===== src/rtl/gpio_bus_arbiter.sv =====
// Two-master round-robin arbiter in front of the GPIO peripheral bus port.
// Each access occupies ISSUE (grant, strobe) then RESP (read capture); rvalid follows RESP.
module gpio_bus_arbiter #(
  parameter int unsigned ADDR_W = 6
) (
  input  logic              clk_i,
  input  logic              rst_i,
  input  logic              m0_req_i,
  input  logic              m0_we_i,
  input  logic [3:0]        m0_be_i,
  input  logic [ADDR_W-1:0] m0_addr_i,
  input  logic [31:0]       m0_wdata_i,
  output logic              m0_gnt_o,
  output logic              m0_rvalid_o,
  output logic [31:0]       m0_rdata_o,
  input  logic              m1_req_i,
  input  logic              m1_we_i,
  input  logic [3:0]        m1_be_i,
  input  logic [ADDR_W-1:0] m1_addr_i,
  input  logic [31:0]       m1_wdata_i,
  output logic              m1_gnt_o,
  output logic              m1_rvalid_o,
  output logic [31:0]       m1_rdata_o,
  output logic              write_o,
  output logic [3:0]        data_be_o,
  output logic [ADDR_W-1:0] addr_o,
  output logic [31:0]       wdata_o,
  input  logic [31:0]       rdata_i
);

  typedef enum logic [1:0] {IDLE, ISSUE, RESP} state_e;

  state_e              state_q, state_d;
  logic                owner_q, owner_d;
  logic                last_owner_q, last_owner_d;
  logic                we_q, we_d;
  logic [3:0]          be_q, be_d;
  logic [ADDR_W-1:0]   addr_q, addr_d;
  logic [31:0]         wdata_q, wdata_d;
  logic [1:0]          rvalid_q, rvalid_d;
  logic [31:0]         rdata0_q, rdata0_d;
  logic [31:0]         rdata1_q, rdata1_d;
  logic                arb_any, arb_win, arb_en;

  // Under contention the master that did not win last time goes first.
  always_comb begin
    arb_any = m0_req_i | m1_req_i;
    if (m0_req_i && m1_req_i) arb_win = ~last_owner_q;
    else                      arb_win = m1_req_i;
  end

  always_comb begin
    state_d      = state_q;
    owner_d      = owner_q;
    last_owner_d = last_owner_q;
    we_d         = we_q;
    be_d         = be_q;
    addr_d       = addr_q;
    wdata_d      = wdata_q;
    rvalid_d     = '0;
    rdata0_d     = rdata0_q;
    rdata1_d     = rdata1_q;
    m0_gnt_o     = 1'b0;
    m1_gnt_o     = 1'b0;
    write_o      = 1'b0;
    data_be_o    = '0;
    arb_en       = 1'b0;

    unique case (state_q)
      IDLE: arb_en = 1'b1;
      ISSUE: begin
        write_o   = we_q;
        data_be_o = be_q;
        m0_gnt_o  = ~owner_q;
        m1_gnt_o  = owner_q;
        state_d   = RESP;
      end
      RESP: begin
        data_be_o         = be_q;
        rvalid_d[owner_q] = 1'b1;
        if (!we_q) begin
          if (owner_q) rdata1_d = rdata_i;
          else         rdata0_d = rdata_i;
        end
        arb_en  = 1'b1;
        state_d = IDLE;
      end
      default: state_d = IDLE;
    endcase

    if (arb_en && arb_any) begin
      state_d      = ISSUE;
      owner_d      = arb_win;
      last_owner_d = arb_win;
      we_d         = arb_win ? m1_we_i    : m0_we_i;
      be_d         = arb_win ? m1_be_i    : m0_be_i;
      addr_d       = arb_win ? m1_addr_i  : m0_addr_i;
      wdata_d      = arb_win ? m1_wdata_i : m0_wdata_i;
    end
  end

  always_ff @(posedge clk_i) begin
    if (rst_i) begin
      state_q      <= IDLE;
      owner_q      <= 1'b0;
      last_owner_q <= 1'b1;
      we_q         <= 1'b0;
      be_q         <= '0;
      addr_q       <= '0;
      wdata_q      <= '0;
      rvalid_q     <= '0;
      rdata0_q     <= '0;
      rdata1_q     <= '0;
    end else begin
      state_q      <= state_d;
      owner_q      <= owner_d;
      last_owner_q <= last_owner_d;
      we_q         <= we_d;
      be_q         <= be_d;
      addr_q       <= addr_d;
      wdata_q      <= wdata_d;
      rvalid_q     <= rvalid_d;
      rdata0_q     <= rdata0_d;
      rdata1_q     <= rdata1_d;
    end
  end

  assign addr_o      = addr_q;
  assign wdata_o     = wdata_q;
  assign m0_rvalid_o = rvalid_q[0];
  assign m1_rvalid_o = rvalid_q[1];
  assign m0_rdata_o  = rdata0_q;
  assign m1_rdata_o  = rdata1_q;

endmodule


===== config.mk =====
export PLATFORM = sky130hd
export DESIGN_NAME = gpio_bus_arbiter
export DESIGN_NICKNAME = d
export VERILOG_FILES = /design/src/rtl/gpio_bus_arbiter.sv
export SDC_FILE = /design/constraint.sdc
export NUM_CORES = 1
export LEC_CHECK = 0
export ABC_AREA = 1
export BUFFER_PORTS_ARGS = -buffer_cell sky130_fd_sc_hd__buf_2
export CAP_MARGIN = 10
export CORE_MARGIN = 2
export CORE_UTILIZATION = 46
export CTS_CLUSTER_SIZE = 30
export DETAILED_ROUTE_END_ITERATION = 10
export HOLD_SLACK_MARGIN = 0.1
export PLACE_DENSITY_LB_ADDON = 0.08
export SYNTH_ARGS = -nofsm -noshare
export SYNTH_HDL_FRONTEND = slang
export SYNTH_SLANG_ARGS = --single-unit
export TNS_END_PERCENT = 50

===== constraint.sdc =====
create_clock -name clk_i -period 1.59 [get_ports clk_i]
set_clock_uncertainty 0.05 [all_clocks]
set_input_delay 0.2385 -clock clk_i [delete_from_list [all_inputs] [get_ports clk_i]]
set_output_delay 0.2385 -clock clk_i [all_outputs]
set_load 0.02 [all_outputs]

# ---- Yosys cells after proc, flatten, opt, wreduce, memory -nomap -nowiden
# Index checks and enable logic that the tools add are counted.
dict set report word_totals {
  inputBits 122
  wordCells 45
  regBits 113
  output_inout_bits 111
}
dict set report op_classes {
  n_lt_le_gt_ge 2
  n_reduce_logical 10
  eq_ne 3
  bitwise_logic 5
  n_mux 14
}
# cell count
set ops {}
lappend ops {{$mux 32} 1}
lappend ops {{$mux 1} 8}
lappend ops {{$mux 4} 2}
lappend ops {{$reduce_or 2->1} 4}
lappend ops {{$mux 6} 1}
lappend ops {{$reduce_and 3->1} 2}
lappend ops {{$not 1->1} 4}
lappend ops {{$pmux 2 s2} 1}
lappend ops {{$logic_and 1x1->1} 3}
lappend ops {{$eq 2x1->1 const B} 1}
lappend ops {{$eq 2x2->1 const B} 1}
lappend ops {{$logic_not 2->1} 1}
lappend ops {{$lt 1x2->1 const B} 1}
lappend ops {{$ne 2x2->1 const B} 1}
lappend ops {{$demux 1 s1} 1}
lappend ops {{$ge 1x1->1 const B} 1}
lappend ops {{$or 1x1->1} 1}

# ---- Logic depth before layout (Yosys ltp)
# Gate-level depths: netlist of the first run.
dict set report depth {
  depth_word 5
  depth_mapped 8
  depth_no_buf 7
}

# ---- Worst setup path after synthesis of the first run
# No wires, ideal clock.
dict set report synth_path {
  path_type {register to register}
  start {reg state_q[0]}
  end {reg addr_q[2], in the netlist addr_o[2]}
  path_buffers 1
  arrival_ns 1.290
  path_stages_with_launch 9
  setup_ns 0.059
  setup_slack_ns 0.192
  period_less_slack_ns 1.398
  t_required_ns 1.481
  path_cell_list {dfxtp_1 inv_1 ha_1 inv_1 nand2_1 o21ai_4 buf_2 nand3_1 nand2_1}
}
dict set report synth_between {
  elab_chain_cells 4
  word_cells_on_any_way 5
  classes_between {eq/ne (1); mux (1); reduce/logical (3)}
}
# element line_no
set synth_rtl {}
lappend synth_rtl {{start, declared} 33} ;# state_e state_q, state_d;
lappend synth_rtl {{start signal, assigned} 115} ;# state_q <= state_d;
lappend synth_rtl {{$eq 2x2->1 or $logic_not 2->1 (tied branches)} 69} ;# unique case (state_q)
lappend synth_rtl {{$reduce_or 2->1 (no source line) *} --}
lappend synth_rtl {{$mux 1 *} 69}
lappend synth_rtl {{$logic_and 1x1->1 *} 91} ;# if (arb_en && arb_any) begin
lappend synth_rtl {{end signal, assigned} 120} ;# addr_q <= addr_d;
lappend synth_rtl {{end, declared} 38} ;# logic [ADDR_W-1:0] addr_q, addr_d;
# Mark *: on every way between the ends. The rest lies on a longest branch, timed or not.
# A chain may end at the register's enable or synchronous reset.

# ---- Worst setup path after layout of the first run
dict set report layout_path {
  start {reg state_q[0]}
  end {out data_be_o[2]}
}
dict set report layout_between {
  elab_chain_cells 3
  word_cells_on_any_way 4
  classes_between {eq/ne (2); mux (1); reduce/logical (1)}
}
# element line_no
set layout_rtl {}
lappend layout_rtl {{$eq 2x2->1 or $eq 2x1->1 (tied branches)} 69}
lappend layout_rtl {{$reduce_or 2->1 (no source line) *} --}
lappend layout_rtl {{$mux 4 *} 69}
lappend layout_rtl {{end, declared} 25} ;# output logic [3:0] data_be_o,
# Marks and branches as above.

==> results of run 1 <==
cells in the mapped netlist (all sizes together):
cell / instances / share of area, %
ha: 4 / 1.1
nor2: 131 / 10
buf: 39 / 5.1
o21ai: 65 / 7.1
nor3: 3 / 0.32
inv: 16 / 1.3
dfxtp: 113 / 48
nand2: 141 / 11
nand3: 133 / 14
clkbuf: 10 / 0.79
a21oi: 4 / 0.66
timing repair:
| item | in CTS | in global routing |
|---|---|---|
| resized for setup | 19 | 23 |
| setup endpoints to repair | 7 | 59 |
| hold buffers | 119 | 0 |
| pin swaps | 3 | 5 |
| endpoints found under the hold margin | 112 | 0 |
| buffers inserted | 2 | 2 |
| cloned | 0 | 2 |
path summary, 6_finish.rpt:
check	to	slack, ns	cells past startpoint
setup / recovery	data_be_o[2]	-0.12	5
hold / removal	owner_q	0.12	3
setup reg to reg	m1_rdata_o[21]	0.01	7
hold reg to reg	wdata_o[26]	0.41	2
flip-flops by register name, summed over array words and instances, names as in the netlist, 2 cells and up:
name,count
state_q,2
rvalid_q,2
m0_rdata_o,32
be_q,4
addr_o,6
m1_rdata_o,32
wdata_o,32
per-layer routing:
metal  share of wire [%]  global-route usage, %  wire length (um)  vias up
li1                    -                      -                 -     2832
met1                  40                   32.7              6550     2656
met2                  48                   46.9              7780      325
met3                 7.8                   7.36              1280       72
met4                 4.3                   15.7               708        0
met5                   0                      0                 0        -
final cells by class:
type | count | area share, %
Timing Repair Buffer | 373 | 33.6
Tap cell | 136 | 2.14
Clock inverter | 14 | 2.37
Sequential cell | 113 | 28.4
Multi-Input combinational cell | 481 | 27.4
Clock buffer | 17 | 5.20
Inverter | 16 | 0.801
stage by stage:
step / setup slack (ns) / cell area (sq um)
final: -0.117 / 7970
after global routing: -0.179 / 7970
after CTS: -0.134 / 7840
after detailed placement: 0.0718 / 5970
after global placement: 0.139 / 5970
after floorplan: 0.192 / 4740
worst min-delay path: cells and delay by family:
family | cells | cell delay [ns]
AO/OA/AOI/OAI | 1 | 0.08
buffers and inverters | 1 | 0.15
AND/OR/NAND/NOR | 1 | 0.15
power groups by stage:
stage                     registers [W]  logic, W  clock network [W]
final                           0.00308   0.00159            0.00384
after global routing            0.00309   0.00171            0.00403
after CTS                       0.00307   0.00145            0.00388
after detailed placement        0.00313   0.00119                  0
after global placement          0.00312   0.00118                  0
after floorplan                 0.00328  0.000574                  0
logic make-up after synthesis:
kind of cell    count (synthesis)  share of synthesized area (%)
fa+ha+maj                       4                           1.06
buf+inv                        65                           7.16
simple gates                  408                           36.2
flops                         113                           47.8
compound gates                 69                           7.77
cells in the final DEF, fill, tap and decap left out:
cell type and instances:
a21oi_1 3, a21oi_4 1, buf_12 7, buf_2 225, buf_4 14, buf_6 6
bufinv_16 4, clkbuf_16 18, clkbuf_8 1, clkinv_2 5, clkinv_4 1, clkinvlp_4 3
dfxtp_1 111, dfxtp_2 2, dlygate4sd3_1 119, ha_1 2, ha_2 1, ha_4 1
inv_1 6, inv_2 8, inv_4 1, inv_6 2, nand2_1 135, nand2_2 5
nand2_4 1, nand3_1 127, nand3_2 6, nor2_1 131, nor3_1 3, o21ai_0 48
o21ai_1 16, o21ai_4 1
==> results.sh, run 1 <==
export IMPL_area_delta_synth_final_pct=68.2
export IMPL_crit_top_cell="inv_2"
export IMPL_grt_first_pass_wirelength_mm=25.4
export IMPL_wirelength_mm=16.3
export IMPL_max_slew_margin_rel_pct=68.7
export IMPL_hpwl_mm=9.13
export IMPL_fill_cells=681
export IMPL_grt_max_degree=83
export IMPL_synth_seq_cells=113
export IMPL_worst_pin_slew_ns=0.469
export IMPL_netlist_area_sq_um=4740
export IMPL_yosysSeqAreaShare_pct=47.8
export IMPL_crit_path_top_delay_cell="dfxtp_2"
export IMPL_synth_cells=659
export IMPL_layout_min_cycle_time_ns=1.71
export IMPL_cts_reportedPaths_clkPinSlew_ns=0.05
export IMPL_yosys_warnings=0
export IMPL_final_cells=1150
export IMPL_startpoint="state_q[0]"
export IMPL_whs_ns=0.119
export IMPL_fin_util_pct=78.6
export IMPL_maxCapViolations=0
export IMPL_num_antenna_cells=0
export IMPL_power_density_nw_per_um2=1070
export IMPL_gp_congestion=0.839
export IMPL_die_width_um=105
export IMPL_synth_nets=785
export IMPL_crit_path_end_kind="output pin"
export IMPL_critPathTopFamily="flip-flops"
export IMPL_p_leak_nw=4.05
export IMPL_crit_chain="inv_2 -> ha_4 -> nand2_2 -> inv_2 -> buf_6"
export IMPL_ant_nets=0
export IMPL_rows=37
export IMPL_status="finished, violations left"
export IMPL_clock_sinks=113
export IMPL_ys_types=20
export IMPL_worstSetupPathType="register to output pin"
export IMPL_hold_viol=0
export IMPL_insertion_delay_ns=0.50
export IMPL_die_h_um=105
export IMPL_avgViaCountPerCell=5.12
export IMPL_intPower_w=0.00625
export IMPL_setup_tns_ns=-0.614
export IMPL_vias=5885
export IMPL_root_buffer="clkbuf_8"
export IMPL_clkPwrFrac_pct=45.2
export IMPL_combPwrFrac_pct=18.6
export IMPL_critPathArrivalTime_ns=1.42
export IMPL_numCtsBuffers=17
export IMPL_p_sw_w=0.00226
export IMPL_fmax_mhz=586
export IMPL_maxSlewViolCount=0
export IMPL_antenna_found_initial=0
export IMPL_post_drt_wl_per_cell_um=14.2
export IMPL_critPathMaxFanout=4
export IMPL_power_total_w=0.00851
export IMPL_htree_levels=4
export IMPL_gr_total_overflow=0
export IMPL_avgSynthCellArea_sq_um=7.19
export IMPL_violations="negative setup slack"
export IMPL_dieArea_sq_um=11100
export IMPL_portBuffers=232
export IMPL_seqPwrFrac_pct=36.2
export IMPL_grt_usage_pct=28.1
export IMPL_firstDrtPassIters=6
export IMPL_regArea_sq_um=2260
export IMPL_start_kind="register"
export IMPL_slowest_delay_ns=0.35
export IMPL_grt_pass1_vias=5579
export IMPL_r2r_start="state_q[0]"
export IMPL_rsz0062_at_grt="true"
export IMPL_hold_class="input port to register"
export IMPL_swShare_pct=26.6
export IMPL_ir_drop_mv=0.902
export IMPL_cts_buffer_depth=2
export IMPL_setup_ws_ns=-0.117
export IMPL_multi_input_area_sq_um=2180
export IMPL_cp_buffers_inverters=3
export IMPL_fin_nets=1128
export IMPL_place_inst=994
export IMPL_required_ns=1.30
export IMPL_fin_crit_sh_pct=107
export IMPL_core_sq_um=10100
export IMPL_final_layout_size_suffix_gt1_share_pct=30.9
export IMPL_io_pins=233
export IMPL_drc=0
export IMPL_drt_iter0_markers=331
export IMPL_cts_tree="done"
export IMPL_hold_start="m1_req_i"
export IMPL_setup_violations=7
export IMPL_initial_utilization_pct=46.7
Power figures use the tool's default switching activity.
==> run 2, diff against run 1 <==
Settings changed: CELL_PAD_IN_SITES_DETAIL_PLACEMENT from default to 1, CELL_PAD_IN_SITES_GLOBAL_PLACEMENT from default to 2, CORE_UTILIZATION 46 to 23, GPL_TIMING_DRIVEN from default to 0.
Clock period 1.59 ns to 1.85 ns, I/O delays scaled along.
==> run 2 against run 1 <==
Compared with the run above: the flow now finishes without violations; via count is 9.7% lower; non-clock buffer count fell by 60; first-iteration DRC count is 52% lower; register-to-register slack gained 0.15 ns; utilization shrank 43 points; hold slack improved by 0.0025 ns; sequential share of layout area increased by 2.9 points; cell count increased by 6.6%.
==> results.sh, run 2 (synthesis gave the netlist of run 1 again) <==
export IMPL_setup_violations=0
export IMPL_antenna_found_initial=5
export IMPL_core_sq_um=20200
export IMPL_layout_common_cells="buf_2, nand2_1, nand3_1, nor2_1, dfxtp_1"
export IMPL_placed_area_sq_um=6230
export IMPL_insertion_delay_ns=0.40
export IMPL_multi_input_area_sq_um=2150
export IMPL_die_h_um=147
export IMPL_maxSlewViolCount=0
export IMPL_drt_iter0_markers=160
export IMPL_place_inst=1161
export IMPL_root_buffer="clkbuf_16"
export IMPL_ant_nets=0
export IMPL_rsz0062_at_grt="false"
export IMPL_grt_usage_pct=16.8
export IMPL_drc=0
export IMPL_io_pins=233
export IMPL_layout_min_cycle_time_ns=1.75
export IMPL_numCtsBuffers=17
export IMPL_worstSetupPathType="register to output pin"
export IMPL_vias=5313
export IMPL_whs_ns=0.121
export IMPL_gr_total_overflow=0
export IMPL_hpwl_mm=13.7
export IMPL_p_leak_nw=3.73
export IMPL_start_kind="register"
export IMPL_firstDrtPassIters=4
export IMPL_worst_pin_slew_ns=0.469
export IMPL_post_drt_wl_per_cell_um=14.6
export IMPL_status="completed"
export IMPL_maxCapViolations=0
export IMPL_critPathArrivalTime_ns=1.42
export IMPL_initial_utilization_pct=23.4
export IMPL_fmax_mhz=571
export IMPL_gp_congestion=0.767
export IMPL_hold_class="input port to register"
export IMPL_fill_cells=2583
export IMPL_rows=52
export IMPL_postCtsSetupRepairBufs=0
export IMPL_final_layout_size_suffix_gt1_share_pct=32.9
export IMPL_cts_reportedPaths_clkPinSlew_ns=0.06
export IMPL_critPathMaxFanout=4
export IMPL_grt_max_degree=17
export IMPL_clock_sinks=113
export IMPL_power_density_nw_per_um2=1000
export IMPL_ir_drop_mv=0.586
export IMPL_area_delta_synth_final_pct=52.3
export IMPL_cts_tree="done"
export IMPL_portBuffers=232
export IMPL_hold_depth=5
export IMPL_avgViaCountPerCell=4.33
export IMPL_fin_nets=1068
export IMPL_die_width_um=147
export IMPL_rrSetupSlack_ns=0.16
export IMPL_htree_levels=4
export IMPL_crit_path_end_kind="output pin"
export IMPL_setup_tns_ns=0
export IMPL_fin_crit_sh_pct=94.6
export IMPL_final_cells=1226
export IMPL_final_area_sq_um=7210
export IMPL_layout_commonest_cell="buf_2"
export IMPL_wirelength_mm=17.9
export IMPL_dieArea_sq_um=21800
export IMPL_r2r_cells=8
export IMPL_regArea_sq_um=2260
export IMPL_max_slew_margin_rel_pct=68.7
export IMPL_grt_first_pass_wirelength_mm=29.0
export IMPL_required_ns=1.52
export IMPL_hold_viol=0
export IMPL_fin_util_pct=35.7
export IMPL_grt_pass1_vias=5633
export IMPL_cts_buffer_depth=2
run 2: changes by cell type in the layout (fill, tap and decap cells not counted), sizes merged:
| cell | change |
|---|---|
| buf | +14 |
| clkbuf | +15 |
| diode | +1 |
| clkinvlp | -1 |
| dlygate4sd3 | -87 |
run 2: final timing paths:
path                                      to      startpoint
worst max-delay path            data_be_o[1]      state_q[0]
worst min-delay path             wdata_o[28]  m0_wdata_i[28]
worst max register to register   wdata_o[28]      state_q[0]
worst min register to register   wdata_o[12]     wdata_o[12]
run 2: layout make-up:
cell class,instances,share of cell area [%]
flip-flops and latches,113,31.4
multi-input cells,481,29.8
repair buffers,264,20.5
clock buffers,19,6.14
well taps,270,4.68
plain buffers,49,4.08
clock inverters,13,2.57
inverters,16,0.832
diodes,1,0.0347
run 2: repair_timing:
| item | CTS | global route |
|---|---|---|
| resized for setup | 2 | 11 |
| gates cloned | 0 | 0 |
| pin swaps | 0 | 0 |
| hold buffers | 32 | 0 |
| endpoints found under the hold margin | 55 | 0 |
| setup endpoints to repair | 4 | 59 |
run 2: metal layers:
metal  vias to the layer above  part of all wire [%]  track usage (%)
li1                       2716                     -                -
met1                      2420                    43             19.6
met2                       150                    48             29.3
met3                        23                   6.5             5.15
met4                         4                   1.5             5.38
met5                         -                  0.12                0
run 2: worst max-delay path, cell delays in order, from the launching register on:
cell,delay (ns)
dfxtp_1,0.37
inv_2,0.08
ha_4,0.30
nand2_1,0.06
inv_1,0.06
buf_2,0.15
run 2: metrics by stage:
| stage | power [W] | setup slack (ns) |
|---|---|---|
| after floorplan | 0.00331 | 0.452 |
| after global placement | 0.00375 | 0.191 |
| after global routing | 0.00763 | 0.000400 |
| after CTS | 0.00737 | 0.0165 |
| after detailed placement | 0.00377 | 0.116 |
| final | 0.00724 | 0.0991 |
run 2: power by group:
part,internal [W],switching (W),total (W)
logic,0.000434,0.000691,0.00112
clock network,0.00229,0.00118,0.00347
registers,0.00257,0.0000725,0.00264
total,0.00529,0.00195,0.00724
